[config.mk]
export PLATFORM = sky130hd
export DESIGN_NAME = pulse_qualifier
export DESIGN_NICKNAME = d
export VERILOG_FILES = /design/src/rtl/pulse_qualifier.sv
export SDC_FILE = /design/constraint.sdc
export NUM_CORES = 1
export LEC_CHECK = 0
export ABC_AREA = 1
export CORE_MARGIN = 4
export CORE_UTILIZATION = 50
export CTS_CLUSTER_SIZE = 28
export DETAILED_ROUTE_END_ITERATION = 7
export DONT_BUFFER_PORTS = 1
export GPL_TIMING_DRIVEN = 0
export MAX_ROUTING_LAYER = met4
export PLACE_DENSITY = 0.65
export SYNTH_ARGS = -nofsm -noshare
export SYNTH_HDL_FRONTEND = slang
export SYNTH_HIERARCHICAL = 1
export SYNTH_SLANG_ARGS = --single-unit
[constraint.sdc]
create_clock -name clk_i -period 3.3 [get_ports clk_i]
set_clock_uncertainty 0.15 [all_clocks]
set_input_delay 0.66 -clock clk_i [delete_from_list [all_inputs] [get_ports clk_i]]
set_output_delay 0.66 -clock clk_i [all_outputs]
set_load 0.005 [all_outputs]
[src/rtl/pulse_qualifier.sv]
// pulse_qualifier: multi-channel asynchronous event qualifier.
// Each channel synchronises one asynchronous line, waits for STABLE_CYCLES
// consecutive high samples, emits a one-cycle event, waits for the line to be
// released, and counts events in a saturating counter.
// Optional feature macro: PULSE_QUAL_TIMEOUT_EN adds a per-channel QUALIFY
// timeout of TIMEOUT_CYCLES cycles, reported on timeout_o.

// Two-flop synchroniser. SYNTHESIS != 0 selects the chain carrying placement
// attributes that keep both flops adjacent. The cycle behaviour is identical.
module sync_2dff #(
   parameter int unsigned SYNTHESIS = 1
) (
   input  logic clk_i,
   input  logic rst_ni,
   input  logic d_i,
   output logic q_o
);

   generate
      if (SYNTHESIS != 0) begin : gen_dyn
         (* ASYNC_REG = "TRUE" *) logic meta_q;
         (* ASYNC_REG = "TRUE" *) logic sync_q;

         // Two-stage capture of the asynchronous input
         always_ff @(posedge clk_i or negedge rst_ni) begin
            if (!rst_ni) begin
               meta_q <= 1'b0;
               sync_q <= 1'b0;
            end else begin
               meta_q <= d_i;
               sync_q <= meta_q;
            end
         end

         assign q_o = sync_q;
      end else begin : gen_plain
         logic meta_q;
         logic sync_q;

         // Two-stage capture of the asynchronous input
         always_ff @(posedge clk_i or negedge rst_ni) begin
            if (!rst_ni) begin
               meta_q <= 1'b0;
               sync_q <= 1'b0;
            end else begin
               meta_q <= d_i;
               sync_q <= meta_q;
            end
         end

         assign q_o = sync_q;
      end
   endgenerate

endmodule

module pulse_qualifier #(
   parameter int unsigned NUM_CH         = 4,
   parameter int unsigned STABLE_CYCLES  = 2,
   parameter int unsigned CNT_W          = 16,
   parameter int unsigned DYNAMIC_CDC    = 1,
   parameter int unsigned TIMEOUT_CYCLES = 64
) (
   input  logic                    clk_i,
   input  logic                    rst_ni,
   input  logic [NUM_CH-1:0]       async_pulse_i,
   input  logic                    en_i,
   input  logic                    clr_i,
   output logic [NUM_CH*CNT_W-1:0] count_o,
   output logic [NUM_CH-1:0]       event_o,
   output logic [NUM_CH-1:0]       sat_o,
   output logic [NUM_CH-1:0]       busy_o,
   output logic [NUM_CH-1:0]       timeout_o
);

   typedef enum logic [2:0] {
      ST_IDLE    = 3'd0,
      ST_ARM     = 3'd1,
      ST_QUALIFY = 3'd2,
      ST_DONE    = 3'd3,
      ST_RELEASE = 3'd4
   } state_e;

   // Run counter only has to hold 0 .. STABLE_CYCLES-1.
   localparam int unsigned      RUN_W    = (STABLE_CYCLES > 1) ? $clog2(STABLE_CYCLES) : 1;
   localparam logic [RUN_W-1:0] RUN_LAST = RUN_W'(STABLE_CYCLES - 1);
   localparam logic [RUN_W-1:0] RUN_ONE  = RUN_W'(1);

   localparam logic [CNT_W-1:0] CNT_MAX  = {CNT_W{1'b1}};
   localparam logic [CNT_W-1:0] CNT_PRE  = CNT_MAX - CNT_W'(1);
   localparam logic [CNT_W-1:0] CNT_ONE  = CNT_W'(1);

`ifdef PULSE_QUAL_TIMEOUT_EN
   localparam int unsigned      TMR_W    = $clog2(TIMEOUT_CYCLES + 1);
   localparam logic [TMR_W-1:0] TMR_LAST = TMR_W'(TIMEOUT_CYCLES - 1);
   localparam logic [TMR_W-1:0] TMR_ONE  = TMR_W'(1);
`endif

   genvar gi;
   generate
      for (gi = 0; gi < NUM_CH; gi++) begin : gen_ch
         logic             s;
         state_e           state_q;
         logic [RUN_W-1:0] run_q;
         logic [CNT_W-1:0] cnt_q;
         logic             sat_q;

         sync_2dff #(
            .SYNTHESIS (DYNAMIC_CDC)
         ) u_sync (
            .clk_i  (clk_i),
            .rst_ni (rst_ni),
            .d_i    (async_pulse_i[gi]),
            .q_o    (s)
         );

`ifdef PULSE_QUAL_TIMEOUT_EN
         logic [TMR_W-1:0] tmr_q;
         logic             timeout_q;

         // Channel FSM with QUALIFY timeout; qualification beats a same-cycle timeout
         always_ff @(posedge clk_i or negedge rst_ni) begin
            if (!rst_ni) begin
               state_q   <= ST_IDLE;
               run_q     <= '0;
               tmr_q     <= '0;
               timeout_q <= 1'b0;
            end else begin
               timeout_q <= 1'b0;
               if (!en_i) begin
                  state_q <= ST_IDLE;
               end else begin
                  case (state_q)
                     ST_IDLE: begin
                        if (s) state_q <= ST_ARM;
                     end
                     ST_ARM: begin
                        run_q   <= '0;
                        tmr_q   <= '0;
                        state_q <= ST_QUALIFY;
                     end
                     ST_QUALIFY: begin
                        run_q <= s ? (run_q + RUN_ONE) : '0;
                        tmr_q <= tmr_q + TMR_ONE;
                        if (s && (run_q == RUN_LAST)) begin
                           state_q <= ST_DONE;
                        end else if (tmr_q == TMR_LAST) begin
                           state_q   <= ST_IDLE;
                           timeout_q <= 1'b1;
                        end
                     end
                     ST_DONE: begin
                        state_q <= ST_RELEASE;
                     end
                     ST_RELEASE: begin
                        if (!s) state_q <= ST_IDLE;
                     end
                     default: begin
                        state_q <= ST_IDLE;
                     end
                  endcase
               end
            end
         end

         assign timeout_o[gi] = timeout_q;
`else
         // Channel FSM: arm, qualify a run of high samples, fire, wait for release
         always_ff @(posedge clk_i or negedge rst_ni) begin
            if (!rst_ni) begin
               state_q <= ST_IDLE;
               run_q   <= '0;
            end else begin
               if (!en_i) begin
                  state_q <= ST_IDLE;
               end else begin
                  case (state_q)
                     ST_IDLE: begin
                        if (s) state_q <= ST_ARM;
                     end
                     ST_ARM: begin
                        run_q   <= '0;
                        state_q <= ST_QUALIFY;
                     end
                     ST_QUALIFY: begin
                        run_q <= s ? (run_q + RUN_ONE) : '0;
                        if (s && (run_q == RUN_LAST)) state_q <= ST_DONE;
                     end
                     ST_DONE: begin
                        state_q <= ST_RELEASE;
                     end
                     ST_RELEASE: begin
                        if (!s) state_q <= ST_IDLE;
                     end
                     default: begin
                        state_q <= ST_IDLE;
                     end
                  endcase
               end
            end
         end

         assign timeout_o[gi] = 1'b0;
`endif

         // Saturating event counter; clear wins over a same-cycle increment
         always_ff @(posedge clk_i or negedge rst_ni) begin
            if (!rst_ni) begin
               cnt_q <= '0;
               sat_q <= 1'b0;
            end else if (clr_i) begin
               cnt_q <= '0;
               sat_q <= 1'b0;
            end else if ((state_q == ST_DONE) && (cnt_q != CNT_MAX)) begin
               cnt_q <= cnt_q + CNT_ONE;
               if (cnt_q == CNT_PRE) sat_q <= 1'b1;
            end
         end

         // Outputs decode registered state only, so no input-to-output path exists
         assign count_o[gi*CNT_W +: CNT_W] = cnt_q;
         assign event_o[gi]                = (state_q == ST_DONE);
         assign busy_o[gi]                 = (state_q != ST_IDLE);
         assign sat_o[gi]                  = sat_q;
      end
   endgenerate

endmodule

==> results.cfg <==
[worst_setup_path]
r2r_start = gen_ch[2].cnt_q[0]
cp_max_fo = 4
r2r_cells = 9
rr_endpoint = gen_ch[2].cnt_q[2]
worstSetupStartpointType = flop
slowest_stage = dfrtp_1
r2r_slack_ps = 1190
cp.required_ps = 2490
crit_chain = nor2_1 -> inv_1 -> or2_2
crit_path_end_kind = output port
critPathMaxStageDelay_ps = 420
crit_type = flop to output port
arrival_ps = 1300

[place]
place_ws_ps = 1220
hpwl_um = 9590
place_inst = 866
port_buffers = 0
place.gp.congestion = 0.878

[worst_hold_path]
worstHoldPathType = input port to async pin

[route]
final_antenna_net_count = 0
vias = 4804
wirelength_um = 13300
first_iter_violations = 389
wl_per_cell_um = 15.1
drtPass1Iterations = 5
viasPerCell = 5.45
drc_errors = 0

[final_layout]
final_layout_size_suffix_gt1_share_pct = 8.45
fillers = 1002
syn_to_final_growth_pct = 7.46
num_antenna_cells = 0
fin_nets = 758
instances_no_fill = 882

[sta]
hold_violations = 0
max_slew.worst_pin.slew_ps = 682
maxSlewViolCount = 0
setup_viol = 0
tns_ps = 0
max_freq_mhz = 474
setup_slack_ps = 1190
rsz0062_at_grt = false
slew_headroom_pct = 54.5
period_share_pct = 64.0
hold_ws_ps = 24.0
period_minus_slack_ps = 2110

[die]
die_area_um2 = 12500
start_util_pct = 51.7
die_w_um = 112
die_y_um = 112
core_area_um2 = 10400
rows = 37
io_pins = 88

[clock_network]
path_clk_slew_ps = 90
cts-htree-levels = 3
cts_buffers = 9
insertion_delay_ps = 370
cts.sinks = 92
tritoncts = yes
post_cts.repair.setup_buffers = 0
root_buffer = clkbuf_8
cts_buffer_depth = 2

[power_and_ir_drop]
power_density_nw_per_um2 = 361
p_leak_nw = 2.70
cellInternalPower_w = 0.00156
p_clk_share_pct = 37.1
seq_power_share_pct = 56.0
ir_drop_v = 0.000243
combPwrFrac_pct = 6.9
p_sw_share_pct = 25.3
p_sw_w = 0.000526

[grt]
grt_max_degree = 93
grt_pass1_vias = 4572
grt_pass1_wl_um = 22800
overflow = 0
grtUsageTotal_pct = 22.8
antenna_found_initial = 0

[synth]
syn_area_per_cell_um2 = 7.38
ys_seq_area_share_pct = 42.9
synth-seq-cells = 92
yosysUniqueCellTypes = 27
syn-instance-count = 727
ys_warn_count = 6
synth_area_um2 = 5370

[status]
status = finished clean

[run]
drv_cap = 0
==> worst max-delay path, delay by kind of cell, from the launching register on <==
family / cells / cell delay [ps]
flops: 1 / 420
buf+inv: 1 / 70
simple gates: 2 / 450
==> how the worst max path moves through the flow <==
stage                          from                   to  slack [ps]  cells past startpoint
6_report       gen_ch[3].state_q[0]            busy_o[3]        1190                      3
5_1_grt          gen_ch[0].cnt_q[1]  gen_ch[0].cnt_q[11]        1010                     10
4_1_cts        gen_ch[3].state_q[0]            busy_o[3]        1180                      3
3_5_place_dp     gen_ch[2].cnt_q[0]   gen_ch[2].cnt_q[2]        1220                      9
3_3_place_gp     gen_ch[2].cnt_q[0]   gen_ch[2].cnt_q[2]        1250                      9
2_1_floorplan    gen_ch[2].cnt_q[0]  gen_ch[2].cnt_q[11]        1560                      9
==> cell usage after synthesis <==
master | number | share of area, %
nor2_1 | 100 | 7.0
nand4_1 | 56 | 6.5
o21bai_1 | 14 | 2.0
o21ai_0 | 10 | 0.93
nor2_4 | 11 | 2.3
clkbuf_1 | 3 | 0.21
nor3_1 | 2 | 0.19
nand3_1 | 47 | 4.4
ha_1 | 8 | 1.9
or2_2 | 5 | 0.58
nor4_1 | 4 | 0.47
dfrtp_1 | 92 | 43
xor2_1 | 20 | 3.3
conb_1 | 1 | 0.070
buf_2 | 6 | 0.56
inv_2 | 5 | 0.35
xnor2_1 | 1 | 0.16
nor2_2 | 4 | 0.47
buf_1 | 4 | 0.28
a21oi_1 | 4 | 0.37
nand3b_1 | 9 | 1.3
buf_6 | 2 | 0.42
nand2_1 | 251 | 18
buf_4 | 12 | 1.7
inv_1 | 49 | 3.4
nand2_2 | 3 | 0.35
o22ai_1 | 4 | 0.47
==> sequential cells by signal, indices dropped and copies added (netlist names) <==
name / cells
gen_ch.u_sync/gen_dyn.meta_q: 4
gen_ch.sat_q: 4
gen_ch.u_sync/q_o: 4
gen_ch.state_q: 12
gen_ch.run_q: 4
gen_ch.cnt_q: 64
==> final cells by class <==
cell class,instances,area (um^2),share of cell area (%)
plain buffers,27,169,2.93
repair buffers,1,27.5,0.477
flip-flops and latches,92,2300,39.9
multi-input cells,557,2700,46.9
well taps,136,170,2.95
clock inverters,4,50.0,0.868
clock buffers,11,141,2.45
inverters,54,203,3.51
==> cell families (layout without fill, tap and decap cells) <==
family,count (synthesis),in the layout,synth area share [%]
DFF,92,92,42.9
buffers and inverters,81,97,6.92
xor gates and xnor gates,21,21,3.43
other,1,4,0.0699
adders and majority gates,8,8,1.87
AOI/OAI and AO/OA,32,32,3.73
and+or+nand+nor,492,492,41.1
==> metrics by stage <==
stage	instance area, um^2	util, %	power [W]
3_3_place_gp	5550	53.5	0.00131
6_report	5770	55.6	0.00208
5_1_grt	5770	55.6	0.00218
3_5_place_dp	5550	53.5	0.00131
4_1_cts	5770	55.6	0.00210
2_1_floorplan	5380	-	0.00127
==> metal layers <==
layer,GRT usage [%],share of wire [%],vias to the layer above
met4,8.60,2.2,0
met5,-,0,-
met3,4.73,6.6,24
li1,-,-,2370
met1,30.1,45,2264
met2,34.9,46,146
==> repair_timing <==
action / CTS / global route
endpoints found under the hold margin: 92 / 0
resized for setup: 0 / 0
hold buffers: 1 / 0
==> power by group through the flow <==
stage	Combinational (W)	Sequential (W)	Clock [W]
CTS	0.000147	0.00117	0.000787
global route	0.000165	0.00117	0.000844
detailed placement	0.000120	0.00119	0
floorplan	0.0000890	0.00118	0
global placement	0.000117	0.00119	0
finish	0.000144	0.00117	0.000771
==> placed cells by master (no fill, tap or decap), drive strengths merged <==
cell type,Yosys,final
buf,24,25
nand3,47,47
clkinvlp,0,2
nand2,254,254
bufinv,0,1
a21oi,4,4
clkinv,0,1
or2,5,5
nand4,56,56
ha,8,8
xnor2,1,1
o22ai,4,4
nor2,115,115
nand3b,9,9
xor2,20,20
o21bai,14,14
nor3,2,2
nor4,4,4
dfrtp,92,92
inv,54,54
o21ai,10,10
clkbuf,3,14
conb,1,4
(Power assumes the default switching activity.)
